<file path="config.mk">
export PLATFORM = sky130hd
export DESIGN_NAME = pwm_capture
export DESIGN_NICKNAME = d
export VERILOG_FILES = /design/src/rtl/pwm_capture.sv
export SDC_FILE = /design/constraint.sdc
export NUM_CORES = 1
export LEC_CHECK = 0
export CAP_MARGIN = 10
export CORE_UTILIZATION = 62
export CTS_BUF_LIST = sky130_fd_sc_hd__clkbuf_2 sky130_fd_sc_hd__clkbuf_4 sky130_fd_sc_hd__clkbuf_8
export CTS_CLUSTER_DIAMETER = 120
export DETAILED_ROUTE_END_ITERATION = 12
export GPL_TIMING_DRIVEN = 0
export PLACE_DENSITY = 0.88
export SLEW_MARGIN = 20
export SYNTH_ARGS = -nofsm -noshare
export SYNTH_HDL_FRONTEND = slang
export SYNTH_SLANG_ARGS = --single-unit
</file>
<file path="constraint.sdc">
create_clock -name clk -period 6.35 [get_ports clk]
set_input_delay 1.27 -clock clk [delete_from_list [all_inputs] [get_ports clk]]
set_output_delay 1.27 -clock clk [all_outputs]
set_load 0.01 [all_outputs]
</file>
<file path="src/rtl/pwm_capture.sv">
// PWM capture: measures period and high time of an async PWM input in clk cycles.
// Define PWM_CAPTURE_FILTER_EN to insert a FILTER_LEN-cycle glitch filter after the synchronizer.
`timescale 1ns/1ps
module pwm_capture #(
  parameter int unsigned      CNT_W      = 27,
  parameter logic [CNT_W-1:0] TIMEOUT    = 27'd50000000,
  parameter int unsigned      FILTER_LEN = 4
) (
  input  logic             clk,
  input  logic             rst,
  input  logic             pwm_in,
  output logic [CNT_W-1:0] period,
  output logic [CNT_W-1:0] high_time,
  output logic             valid,
  output logic             stuck_hi,
  output logic             stuck_lo,
  output logic             level
);

  typedef enum logic [1:0] {IDLE, HIGH, LOW} state_t;

  state_t           state;
  logic             sync1, sync2, s, prev;
  logic             rise, fall;
  logic [CNT_W-1:0] cnt, hi_lat;

  if (FILTER_LEN < 2) begin : g_bad_filter
    $error("FILTER_LEN must be >= 2");
  end
  if (TIMEOUT < CNT_W'(4)) begin : g_bad_timeout
    $error("TIMEOUT must be >= 4");
  end

  always_ff @(posedge clk or posedge rst) begin
    if (rst) begin
      sync1 <= 1'b0;
      sync2 <= 1'b0;
    end else begin
      sync1 <= pwm_in;
      sync2 <= sync1;
    end
  end

`ifdef PWM_CAPTURE_FILTER_EN
  localparam int unsigned FW = $clog2(FILTER_LEN);

  logic [FW-1:0] fcnt;
  logic          filt;

  // fcnt counts consecutive cycles the synchronized input disagrees with filt
  always_ff @(posedge clk or posedge rst) begin
    if (rst) begin
      fcnt <= '0;
      filt <= 1'b0;
    end else if (sync2 == filt) begin
      fcnt <= '0;
    end else if (fcnt == FW'(FILTER_LEN - 1)) begin
      fcnt <= '0;
      filt <= sync2;
    end else begin
      fcnt <= fcnt + FW'(1);
    end
  end

  assign s = filt;
`else
  assign s = sync2;
`endif

  assign rise  = s & ~prev;
  assign fall  = ~s & prev;
  assign level = s;

  always_ff @(posedge clk or posedge rst) begin
    if (rst) begin
      state     <= IDLE;
      prev      <= 1'b0;
      cnt       <= '0;
      hi_lat    <= '0;
      period    <= '0;
      high_time <= '0;
      valid     <= 1'b0;
      stuck_hi  <= 1'b0;
      stuck_lo  <= 1'b0;
    end else begin
      valid <= 1'b0;
      prev  <= s;

      if (rise)
        cnt <= CNT_W'(1);
      else if (cnt != TIMEOUT)
        cnt <= cnt + CNT_W'(1);

      // An edge coinciding with saturation is processed normally instead of timing out
      if (!rise && !fall && cnt == TIMEOUT) begin
        state <= IDLE;
        if (s) stuck_hi <= 1'b1;
        else   stuck_lo <= 1'b1;
      end else begin
        case (state)
          IDLE: if (rise) begin
            state    <= HIGH;
            stuck_hi <= 1'b0;
            stuck_lo <= 1'b0;
          end
          HIGH: if (fall) begin
            hi_lat <= cnt;
            state  <= LOW;
          end
          LOW: if (rise) begin
            period    <= cnt;
            high_time <= hi_lat;
            valid     <= 1'b1;
            state     <= HIGH;
          end
          default: state <= IDLE;
        endcase
      end
    end
  end

endmodule

</file>
==> impl_results.md <==
- Status: finished, final reports clean
- Bufs and invs on worst path: 1
- CP arrival: roughly 1400 ps
- DRT Pass-1 Iters: 6
- RSZ-0062 raised after global routing: false
- Ys flop type: dfrtp_1
- Number of library cell types mapped by synthesis: 38
- Post-CTS Setup Repair Bufs: 0
- Vias in the first global route: roughly 3,100
- CTS tree: yes
- Sequential area share after synthesis: 0.5893
- Fin. Hold Viols: 0
- Via count: 3,004
- Clock skew: 8.088 ps
- Number of hold buffers added after cts: 0
- Crit. End Element: primary output
- Largest net degree at the start of global routing: 66
- Share of cells above drive strength 1: 0.2952
- Synth area leaders: dfrtp_1 59%, mux2_4 12%, mux2_2 10%
- Placed cells: 507
- Fmax: between 300 and 400 MHz
- Clock Tree Root: clkbuf_8
- Mean Syn Cell Area: ~14 µm²
- # setup viols final: 0
- Combinational share of power: 0.134
- Clock Power Share: 0.378
- Clock transition at the registers of the reported paths: about 70 ps
- Commonest non-fill, non-tap cells in the layout: 116 x dfrtp_1, 60 x clkdlybuf4s50_1, 44 x mux2_2
- Die width: 91.14 µm
- Core Box Area: approximately 7700 µm²
- Max-slew violation count: 0
- Maximum level of the CTS H-tree: 4
- Clk_lat worst skew: roughly 430 ps
- Hold_sp: sync1
- Initial Util: 0.6408
- Max Buffers Root-to-Sink: 2
- Measured slew at the worst slew-check pin: roughly 760 ps
- Worst-path maximum fanout: 5
- Share of the synthesized area in the top cell type: 0.5893
- Final ANT Viol Nets: 0
- Setup TNS: 0 ps
- Sequential Power Share: 0.489
- Site Rows: 32
- CTS Buf Count: 17
- Critical path startpoint: level
- Die area: around 8300 µm²
- Vias/cell: around 5.6
- GRT Total Usage: 0.2476
- #FFs+latches synth: approximately 120
- Post-synth EDFFs: 0
- YS warnings: 0
- Pwr per Cell Area: between 200 and 300 nW/µm²
- Net Switching: 0.4461 mW
- Tcrit/Tclk final: 0.4238
- Switching part of the total: 0.2609
- Worst relative slew slack: 0.4891
- Ant diodes: 0
- Worst vdd ir: 0.0002702 V
- Most common cell after layout, fill and taps aside: dfrtp_1
- DR iter-0 viols: approximately 130
- Static Leakage: about 2.9 nW
- CP Launch Type: flip-flop
- IO buf count: 60
- Critical Path, Cell by Cell: clkdlybuf4s50_1
- Routed WL: between 9000 and 10,000 µm
- Largest delay share family, worst path: buffers and inverters
- IO Pins: a little over 60
- Worst r2r src: cnt[4]
- Synthesized area: approximately 5000 µm²
- HP Class: reg2reg
- Crit path largest cell delay: between 500 and 600 ps
- Syn-to-layout area delta: 23.37%
- Max Cap Viol: 0
- DP HPWL: between 6000 and 7000 µm
- First-pass GRT wire length: roughly 16,000 µm
- Final GP Congestion: 0.8394
- Internal: 1.264 mW
- Slowest stage cell, crit path: clkdlybuf4s50_1
- Finished Layout Cells: roughly 540
- Type of the worst setup path: reg2out
- Cell taking the most area after synthesis: dfrtp_1
- Initial antenna violation count: 0
- Async SR Flop Fraction: 1.000
- Nets: approximately 430
- Synthesized instance count: about 340
- DRC viols: 0
- Die H: slightly above 90 µm
- Req. time, crit path: approximately 5100 ps
- Post-Syn Nets: ~350
- Period minus WS final: approximately 2700 ps
- Clk sinks: 116
- Resize count post-CTS: 0
- Gr ovfl total: 0
- WL/cell: ~17 µm
## flip-flops by register name (all words and copies together) (netlist names)
signal     count
sync1          1
hi_lat        27
state          2
valid          1
high_time     27
level          1
cnt           27
stuck_lo       1
period        27
stuck_hi       1
prev           1
## cells in the mapped netlist, types with 2 or more instances
cell type / n
mux2_4: 38
or3_1: 3
and3_1: 6
nand3_1: 10
o21ai_0: 6
nand4_1: 8
nand2b_1: 2
clkbuf_1: 5
xor2_1: 16
nor2_1: 26
nor4_1: 5
nand2_1: 10
or4_1: 2
mux2_2: 44
buf_12: 4
a21oi_1: 4
xnor2_1: 5
buf_6: 2
dfrtp_1: 116
ha_1: 4
nand2_4: 2
inv_1: 8
and4_1: 3
## final cells by class
class / count / area [µm²]
sequential: 116 / 2903
multi-input combinational: 206 / 1848
fill: 480 / 1610
timing repair buffer: 61 / 628.1
clock buffer: 21 / 289.0
buffer: 13 / 133.9
tap: 102 / 127.6
clock inverter: 11 / 101.3
inverter: 9 / 46.29
## cells by family after synthesis
group | Yosys count | synth area share
AO/OA/AOI/OAI | 14 | 0.01677
XOR/XNOR | 21 | 0.03734
adder cells (fa/ha/maj) | 4 | 0.01016
buffers and inverters | 22 | 0.03556
flip-flops | 116 | 0.5893
multiplexers | 83 | 0.2184
AND/OR/NAND/NOR | 84 | 0.09246
## per-layer routing
layer / part of all wire / track usage / vias up
li1: - / - / 1366
met1: 0.45 / 0.3206 / 1545
met2: 0.49 / 0.3914 / 73
met3: 0.035 / 0.05946 / 20
met4: 0.027 / 0.1283 / 0
met5: 0 / 0 / -
## final timing paths
path                            endpoint  slack [ps]  cells after the start
setup / recovery                   level        3660                      1
hold / removal                     level         370                      0
setup reg to reg              period[23]        3750                      8
hold reg to reg                    level         370                      0
max in group asynchronous        cnt[23]        4440                      3
min in group asynchronous  high_time[10]        1250                      2
## power groups by stage
stage	logic, mW	clock network, mW	registers, mW
floorplan	0.132	0	0.846
global placement	0.216	0	0.843
detailed placement	0.229	0	0.846
CTS	0.233	0.659	0.835
global route	0.247	0.692	0.839
finish	0.228	0.646	0.836
## stage by stage
stage          power, mW  setup slack (ps)  hold slack, ps  cell area (µm²)  utilization
2_1_floorplan     0.9776              2008           331.2             4926            -
5_1_grt            1.779              3610           378.8             6077       0.7905
3_3_place_gp       1.059             542.6           333.2             5654       0.7355
3_5_place_dp       1.075              3801           355.7             5687       0.7397
4_1_cts            1.727              3638           372.0             6077       0.7905
6_report           1.710              3659           365.6             6077       0.7905
Power figures use the tool's default switching activity.
